[config.mk]
export PLATFORM = sky130hd
export DESIGN_NAME = mem_port_arbiter_flat
export DESIGN_NICKNAME = d
export VERILOG_FILES = /design/src/rtl/mem_port_arbiter_if.sv /design/src/rtl/mem_port_arbiter.sv /design/src/flat_wrapper.sv
export SDC_FILE = /design/constraint.sdc
export NUM_CORES = 1
export LEC_CHECK = 0
export ABC_AREA = 1
export CORE_ASPECT_RATIO = 1.1
export CORE_UTILIZATION = 44
export DETAILED_ROUTE_END_ITERATION = 12
export GPL_ROUTABILITY_DRIVEN = 0
export PLACE_DENSITY_LB_ADDON = 0.3
export SLEW_MARGIN = 20
export SYNTH_ARGS = -nofsm -noshare
export SYNTH_HDL_FRONTEND = slang
export SYNTH_SLANG_ARGS = --single-unit
[constraint.sdc]
create_clock -name clk -period 3.5 [get_ports clk]
set_input_delay 0.7 -clock clk [delete_from_list [all_inputs] [get_ports clk]]
set_output_delay 0.7 -clock clk [all_outputs]
set_load 0.03 [all_outputs]
[src/rtl/mem_port_arbiter_if.sv]
// Signal bundle between the IF/MEM stages, the unified memory port and the
// pipeline stall controls of the memory port arbiter.
interface mem_port_arbiter_if;
  logic        if_req;
  logic [31:0] if_addr;
  logic        mem_req;
  logic        mem_we;
  logic [31:0] mem_addr;
  logic [31:0] mem_wdata;
  logic        port_req;
  logic        port_we;
  logic [31:0] port_addr;
  logic [31:0] port_wdata;
  logic        port_ack;
  logic [31:0] port_rdata;
  logic [31:0] if_rdata;
  logic        if_valid;
  logic [31:0] mem_rdata;
  logic        mem_valid;
  logic        PCWrite;
  logic        IF_ID_Write;
  logic        IF_ID_Bubble;
  logic        Pipe_hold;
  logic        bus_err;

  // Arbiter side: owns the memory port and the stall controls.
  modport master (
    input  if_req, if_addr, mem_req, mem_we, mem_addr, mem_wdata,
    input  port_ack, port_rdata,
    output port_req, port_we, port_addr, port_wdata,
    output if_rdata, if_valid, mem_rdata, mem_valid,
    output PCWrite, IF_ID_Write, IF_ID_Bubble, Pipe_hold, bus_err
  );

  // Pipeline/memory side.
  modport slave (
    output if_req, if_addr, mem_req, mem_we, mem_addr, mem_wdata,
    output port_ack, port_rdata,
    input  port_req, port_we, port_addr, port_wdata,
    input  if_rdata, if_valid, mem_rdata, mem_valid,
    input  PCWrite, IF_ID_Write, IF_ID_Bubble, Pipe_hold, bus_err
  );
endinterface

[src/rtl/mem_port_arbiter.sv]
// Shares one single-ported instruction/data memory between the IF and MEM
// stages, drives the pipeline freeze/bubble controls and watches for a hung memory.
module mem_port_arbiter #(
  parameter int unsigned MAX_WAIT = 15
) (
  input  logic                clk,
  input  logic                reset,
  mem_port_arbiter_if.master  bus
);

  localparam int unsigned     CNT_W   = $clog2(MAX_WAIT + 1);
  localparam logic [CNT_W-1:0] CNT_MAX = CNT_W'(MAX_WAIT);
  localparam logic [CNT_W-1:0] CNT_ONE = CNT_W'(1);

  typedef enum logic [1:0] {IDLE, FETCH, DATA, ERR} state_t;

  state_t             state_q, state_d;
  logic               port_req_q, port_req_d;
  logic               port_we_q, port_we_d;
  logic [31:0]        port_addr_q, port_addr_d;
  logic [31:0]        port_wdata_q, port_wdata_d;
  logic [31:0]        if_rdata_q, if_rdata_d;
  logic [31:0]        mem_rdata_q, mem_rdata_d;
  logic               if_valid_q, if_valid_d;
  logic               mem_valid_q, mem_valid_d;
  logic               bus_err_q, bus_err_d;
  logic [CNT_W-1:0]   wait_cnt_q, wait_cnt_d;
  logic [CNT_W-1:0]   wait_inc;
  logic               fstall, dstall;

  always_ff @(posedge clk or negedge reset) begin
    if (!reset) begin
      state_q      <= IDLE;
      port_req_q   <= 1'b0;
      port_we_q    <= 1'b0;
      port_addr_q  <= '0;
      port_wdata_q <= '0;
      if_rdata_q   <= '0;
      mem_rdata_q  <= '0;
      if_valid_q   <= 1'b0;
      mem_valid_q  <= 1'b0;
      bus_err_q    <= 1'b0;
      wait_cnt_q   <= '0;
    end else begin
      state_q      <= state_d;
      port_req_q   <= port_req_d;
      port_we_q    <= port_we_d;
      port_addr_q  <= port_addr_d;
      port_wdata_q <= port_wdata_d;
      if_rdata_q   <= if_rdata_d;
      mem_rdata_q  <= mem_rdata_d;
      if_valid_q   <= if_valid_d;
      mem_valid_q  <= mem_valid_d;
      bus_err_q    <= bus_err_d;
      wait_cnt_q   <= wait_cnt_d;
    end
  end

  assign wait_inc = wait_cnt_q + CNT_ONE;

  always_comb begin
    state_d      = state_q;
    port_req_d   = port_req_q;
    port_we_d    = port_we_q;
    port_addr_d  = port_addr_q;
    port_wdata_d = port_wdata_q;
    if_rdata_d   = if_rdata_q;
    mem_rdata_d  = mem_rdata_q;
    if_valid_d   = 1'b0;
    mem_valid_d  = 1'b0;
    bus_err_d    = bus_err_q;
    wait_cnt_d   = wait_cnt_q;

    case (state_q)
      IDLE: begin
        // A requester still seeing its valid pulse has already been served.
        if (bus.mem_req && !mem_valid_q) begin
          state_d      = DATA;
          port_req_d   = 1'b1;
          port_we_d    = bus.mem_we;
          port_addr_d  = bus.mem_addr;
          port_wdata_d = bus.mem_wdata;
          wait_cnt_d   = '0;
        end else if (bus.if_req && !if_valid_q) begin
          state_d      = FETCH;
          port_req_d   = 1'b1;
          port_we_d    = 1'b0;
          port_addr_d  = bus.if_addr;
          port_wdata_d = '0;
          wait_cnt_d   = '0;
        end
      end
      FETCH, DATA: begin
        if (bus.port_ack) begin
          state_d    = IDLE;
          port_req_d = 1'b0;
          if (state_q == FETCH) begin
            if_rdata_d = bus.port_rdata;
            if_valid_d = 1'b1;
          end else begin
            if (!port_we_q) mem_rdata_d = bus.port_rdata;
            mem_valid_d = 1'b1;
          end
        end else if (wait_inc == CNT_MAX) begin
          state_d    = ERR;
          port_req_d = 1'b0;
          bus_err_d  = 1'b1;
          wait_cnt_d = CNT_MAX;
        end else begin
          wait_cnt_d = wait_inc;
        end
      end
      ERR: begin
        port_req_d = 1'b0;
        bus_err_d  = 1'b1;
      end
      default: state_d = IDLE;
    endcase
  end

  // Stall controls follow req/valid combinationally so the pipeline reacts in-cycle.
  assign fstall = bus.if_req & ~if_valid_q;
  assign dstall = bus.mem_req & ~mem_valid_q;

  assign bus.PCWrite      = ~(fstall | dstall | bus_err_q);
  assign bus.IF_ID_Write  = ~(fstall | dstall | bus_err_q);
  assign bus.Pipe_hold    = dstall | bus_err_q;
  assign bus.IF_ID_Bubble = fstall & ~dstall & ~bus_err_q;

  assign bus.port_req   = port_req_q;
  assign bus.port_we    = port_we_q;
  assign bus.port_addr  = port_addr_q;
  assign bus.port_wdata = port_wdata_q;
  assign bus.if_rdata   = if_rdata_q;
  assign bus.if_valid   = if_valid_q;
  assign bus.mem_rdata  = mem_rdata_q;
  assign bus.mem_valid  = mem_valid_q;
  assign bus.bus_err    = bus_err_q;

endmodule

[src/flat_wrapper.sv]
// flat-port wrapper written by rule: the top's interface ports become plain ports
module mem_port_arbiter_flat 
#(
  parameter int unsigned MAX_WAIT = 15
)
  (clk, reset, bus_if_req, bus_if_addr, bus_mem_req, bus_mem_we, bus_mem_addr, bus_mem_wdata, bus_port_ack, bus_port_rdata, bus_port_req, bus_port_we, bus_port_addr, bus_port_wdata, bus_if_rdata, bus_if_valid, bus_mem_rdata, bus_mem_valid, bus_PCWrite, bus_IF_ID_Write, bus_IF_ID_Bubble, bus_Pipe_hold, bus_bus_err);
  mem_port_arbiter_if bus_i ();
  input  logic clk;
  input  logic reset;
  input wire logic [$bits(bus_i.if_req)-1:0] bus_if_req;
  input wire logic [$bits(bus_i.if_addr)-1:0] bus_if_addr;
  input wire logic [$bits(bus_i.mem_req)-1:0] bus_mem_req;
  input wire logic [$bits(bus_i.mem_we)-1:0] bus_mem_we;
  input wire logic [$bits(bus_i.mem_addr)-1:0] bus_mem_addr;
  input wire logic [$bits(bus_i.mem_wdata)-1:0] bus_mem_wdata;
  input wire logic [$bits(bus_i.port_ack)-1:0] bus_port_ack;
  input wire logic [$bits(bus_i.port_rdata)-1:0] bus_port_rdata;
  output wire logic [$bits(bus_i.port_req)-1:0] bus_port_req;
  output wire logic [$bits(bus_i.port_we)-1:0] bus_port_we;
  output wire logic [$bits(bus_i.port_addr)-1:0] bus_port_addr;
  output wire logic [$bits(bus_i.port_wdata)-1:0] bus_port_wdata;
  output wire logic [$bits(bus_i.if_rdata)-1:0] bus_if_rdata;
  output wire logic [$bits(bus_i.if_valid)-1:0] bus_if_valid;
  output wire logic [$bits(bus_i.mem_rdata)-1:0] bus_mem_rdata;
  output wire logic [$bits(bus_i.mem_valid)-1:0] bus_mem_valid;
  output wire logic [$bits(bus_i.PCWrite)-1:0] bus_PCWrite;
  output wire logic [$bits(bus_i.IF_ID_Write)-1:0] bus_IF_ID_Write;
  output wire logic [$bits(bus_i.IF_ID_Bubble)-1:0] bus_IF_ID_Bubble;
  output wire logic [$bits(bus_i.Pipe_hold)-1:0] bus_Pipe_hold;
  output wire logic [$bits(bus_i.bus_err)-1:0] bus_bus_err;
  assign bus_i.if_req = bus_if_req;
  assign bus_i.if_addr = bus_if_addr;
  assign bus_i.mem_req = bus_mem_req;
  assign bus_i.mem_we = bus_mem_we;
  assign bus_i.mem_addr = bus_mem_addr;
  assign bus_i.mem_wdata = bus_mem_wdata;
  assign bus_i.port_ack = bus_port_ack;
  assign bus_i.port_rdata = bus_port_rdata;
  assign bus_port_req = bus_i.port_req;
  assign bus_port_we = bus_i.port_we;
  assign bus_port_addr = bus_i.port_addr;
  assign bus_port_wdata = bus_i.port_wdata;
  assign bus_if_rdata = bus_i.if_rdata;
  assign bus_if_valid = bus_i.if_valid;
  assign bus_mem_rdata = bus_i.mem_rdata;
  assign bus_mem_valid = bus_i.mem_valid;
  assign bus_PCWrite = bus_i.PCWrite;
  assign bus_IF_ID_Write = bus_i.IF_ID_Write;
  assign bus_IF_ID_Bubble = bus_i.IF_ID_Bubble;
  assign bus_Pipe_hold = bus_i.Pipe_hold;
  assign bus_bus_err = bus_i.bus_err;
  mem_port_arbiter #(.MAX_WAIT(MAX_WAIT)) u_core (.clk(clk), .reset(reset), .bus(bus_i));
endmodule
==> metrics.md <==
| Metric | Value |
|---|---|
| Crit path time final | `2.86 ns` |
| Number of antenna diodes | `0` |
| Combinational share of power | `51.0%` |
| Placeable Area | `12,600 µm²` |
| Clock Latency Late Sink | `0.41 ns` |
| Die H | `122 µm` |
| Num Clock Sinks | `139` |
| Hold slack | `0.262 ns` |
| Arr. time, crit path | `2.16 ns` |
| Die Span X | `111 µm` |
| Synthesized instance count | `638` |
| Final hold violations | `0` |
| Post-CTS Hold Fix Bufs | `0` |
| Unrepaired setup endpoints after global routing | `false` |
| Largest net degree at the start of global routing | `78` |
| Vias in the first global route | `5,455` |
| Max VDD drop | `742 µV` |
| DR vias | `5,322` |
| Buffer levels on the longest clock path | `2` |
| H-tree depth | `4` |
| Initial Util | `45.3%` |
| Pins Over Slew Limit | `0` |
| Flop pwr share | `30.3%` |
| Reg-to-reg startpoint | `u_core.state_q[0]$_DFFE_PN0P_` |
| Nets@finish | `1,034` |
| Tot Pwr | `9080 µW` |
| Crit end category | `primary output` |
| I/O pin total | `271` |
| Int Power | `5150 µW` |
| Worst clock skew | `0.00584 ns` |
| Yosys Warn Count | `0` |
| Initial antenna violation count | `0` |
| Total gr overflow | `0` |
| # port buffers | `270` |
| GR Layer Usage met3 | `8.81%` |
| Maximum fanout along the worst path | `4` |
| Cts repair resizes | `0` |
| Gr usage total | `25.1%` |
| Via density | `5.00` |
| Synth top area share | `60.7%` |
| PwrDens | `1000 nW/µm²` |
| Reg-to-reg endpoint | `u_core.bus.port_addr[17]$_DFFE_PN0P_` |
| M2 GR Usage | `42.7%` |
| Postcts setup bufs | `0` |
| Worst min path class | `input port to asynchronous set/reset pin` |
| Post-Syn Area | `5730 µm²` |
| Number of max-cap violations | `0` |
| Cell taking the most area after synthesis | `dfrtp_1` |
| Final core occ | `71.8%` |
| Worst-Margin Slew | `1.06 ns` |
| Worst-path clk slew | `0.06 ns` |
| Post-synthesis sequential area ratio | `60.7%` |
| Largest stage delay on the critical path | `0.69 ns` |
| Worst EP required | `2.80 ns` |
| Clock share of power | `18.7%` |
| Outcome | `finished clean` |
| Layout cells sized above 1 | `4.85%` |
| Critical path's slowest cell | `clkdlybuf4s50_1` |
| Die Footprint | `13,500 µm²` |
| Post-DP HPWL | `11,700 µm` |
| TritonCTS clock tree | `built` |
| Reg-to-reg slack, setup | `1.05 ns` |
| Setup Crit Path Kind | `input port to primary output` |
| Max Freq | `0.350 GHz` |
| GR peak layer | `met2` |
| Site row count | `43` |
| CP startpoint | `bus_if_req` |
| Detailed Route Iter0 Violations | `366` |
| Multi-input logic area | `1760 µm²` |
| Finish-stage setup viols | `0` |
| Startpoint Class | `input port` |
| Relative slew margins | `29.3%` |
| DRT Wirelength | `16,700 µm` |
| Switching portion of total power | `43.3%` |
| Main area contributors after synthesis | `dfrtp_1 (61%), nand2_1 (10%), o21ai_0 (8.9%), inv_1 (5.4%), a31oi_1 (3.5%)` |
| Synth unique cells | `19` |
| Switching power | `3930 µW` |
| Met1 global-route usage | `29.2%` |
| Lkg Pwr | `0.00411 µW` |
| CTS Buf Count | `17` |
| First-pass GRT wire length | `26,800 µm` |
| #FFs+latches synth | `139` |
| Drt pass-1 iters | `6` |
| Worst reg2reg path depth | `7` |
| # DRC | `0` |
| Syn nets | `778` |
| Post-route non-filler standard cell count | `1,064` |
| Reg area | `3480 µm²` |
| Fillers | `953` |
| Wirelength per Cell | `15.7 µm` |
| CTS root buffer | `clkbuf_16` |
| Final Cycle Share | `81.7%` |
| Setup_tns | `0 ns` |
| Post-synthesis area per instance | `8.98 µm²` |
| Layout area overhead | `58.4%` |
| Post-DRT Antenna Nets | `0` |
| Placed Cells | `1,032` |
| Critical Path, Cell by Cell | `clkdlybuf4s50_1 -> nand2_1 -> nand2_1 -> nor2_1 -> clkdlybuf4s50_1` |
layout by cell type (no fill, tap or decap), drive strengths merged, types with 5 or more instances in the layout:
cell,netlist,layout
a31oi,32,32
buf,20,8
clkbuf,18,22
clkdlybuf4s50,0,267
clkinv,0,5
dfrtp,139,139
ha,6,6
inv,83,83
nand2,157,157
nand3,38,38
nor2,39,39
o21ai,102,102
cell families after synthesis:
kind of cell / count (synthesis) / share of synthesized area [%]
adder cells (fa/ha/maj): 6 / 1.31
buffers and inverters: 121 / 8.58
AO/OA/AOI/OAI: 136 / 12.8
AND/OR/NAND/NOR: 236 / 16.6
flip-flops: 139 / 60.7
cell type report:
type / instances / share of cell area, %
well taps: 157 / 2.16
inverters: 83 / 3.43
flip-flops and latches: 139 / 38.3
multi-input cells: 378 / 19.4
clock inverters: 10 / 1.02
repair buffers: 275 / 30.4
clock buffers: 22 / 5.23
metrics by stage:
step / area, µm² / worst slack [ns]
after CTS: 9070 / 0.630
after global placement: 8510 / 0.634
after detailed placement: 8510 / 0.635
after global routing: 9070 / 0.563
after floorplan: 5730 / 0.946
final: 9070 / 0.639
Yosys cell counts, drive strengths merged:
library cell	count
nand2	157
dfrtp	139
o21ai	102
inv	83
nor2	39
nand3	38
a31oi	32
buf	20
clkbuf	18
ha	6
a21boi	1
a21oi	1
nand4	1
or2	1
critical path, delay by kind of cell:
kind          cells  cell delay, ns
buf+inv           2            1.10
simple gates      3            0.36
state kept, by name, summed over array words and instances (netlist names):
name,count
u_core.bus.port_req,1
u_core.bus.mem_valid,1
u_core.bus.mem_rdata,32
u_core.bus.if_rdata,32
u_core.state_q,2
u_core.bus.port_we,1
u_core.bus.bus_err,1
u_core.bus.port_wdata,32
u_core.bus.if_valid,1
u_core.wait_cnt_q,4
u_core.bus.port_addr,32
routing by layer:
metal  share of wire [%]  vias up
li1                    -     2544
met1                  38     2508
met2                  50      237
met3                 9.4       33
met4                 2.6        0
met5                   0        -
power groups by stage:
| stage | Sequential, µW | Clock (µW) | Combinational, µW |
|---|---|---|---|
| after floorplan | 4080 | 0 | 1320 |
| after global placement | 2710 | 0 | 4520 |
| after detailed placement | 2760 | 0 | 4630 |
| after CTS | 2750 | 1730 | 4660 |
| after global routing | 2830 | 1800 | 4970 |
| final | 2750 | 1700 | 4630 |
worst max path at each step:
stage,slack [ns],to
final,0.64,bus_PCWrite
after global routing,0.56,bus_PCWrite
after CTS,0.63,bus_PCWrite
after detailed placement,0.63,bus_PCWrite
after global placement,0.63,bus_PCWrite
after floorplan,0.95,bus_PCWrite
Power figures use the tool's default switching activity.
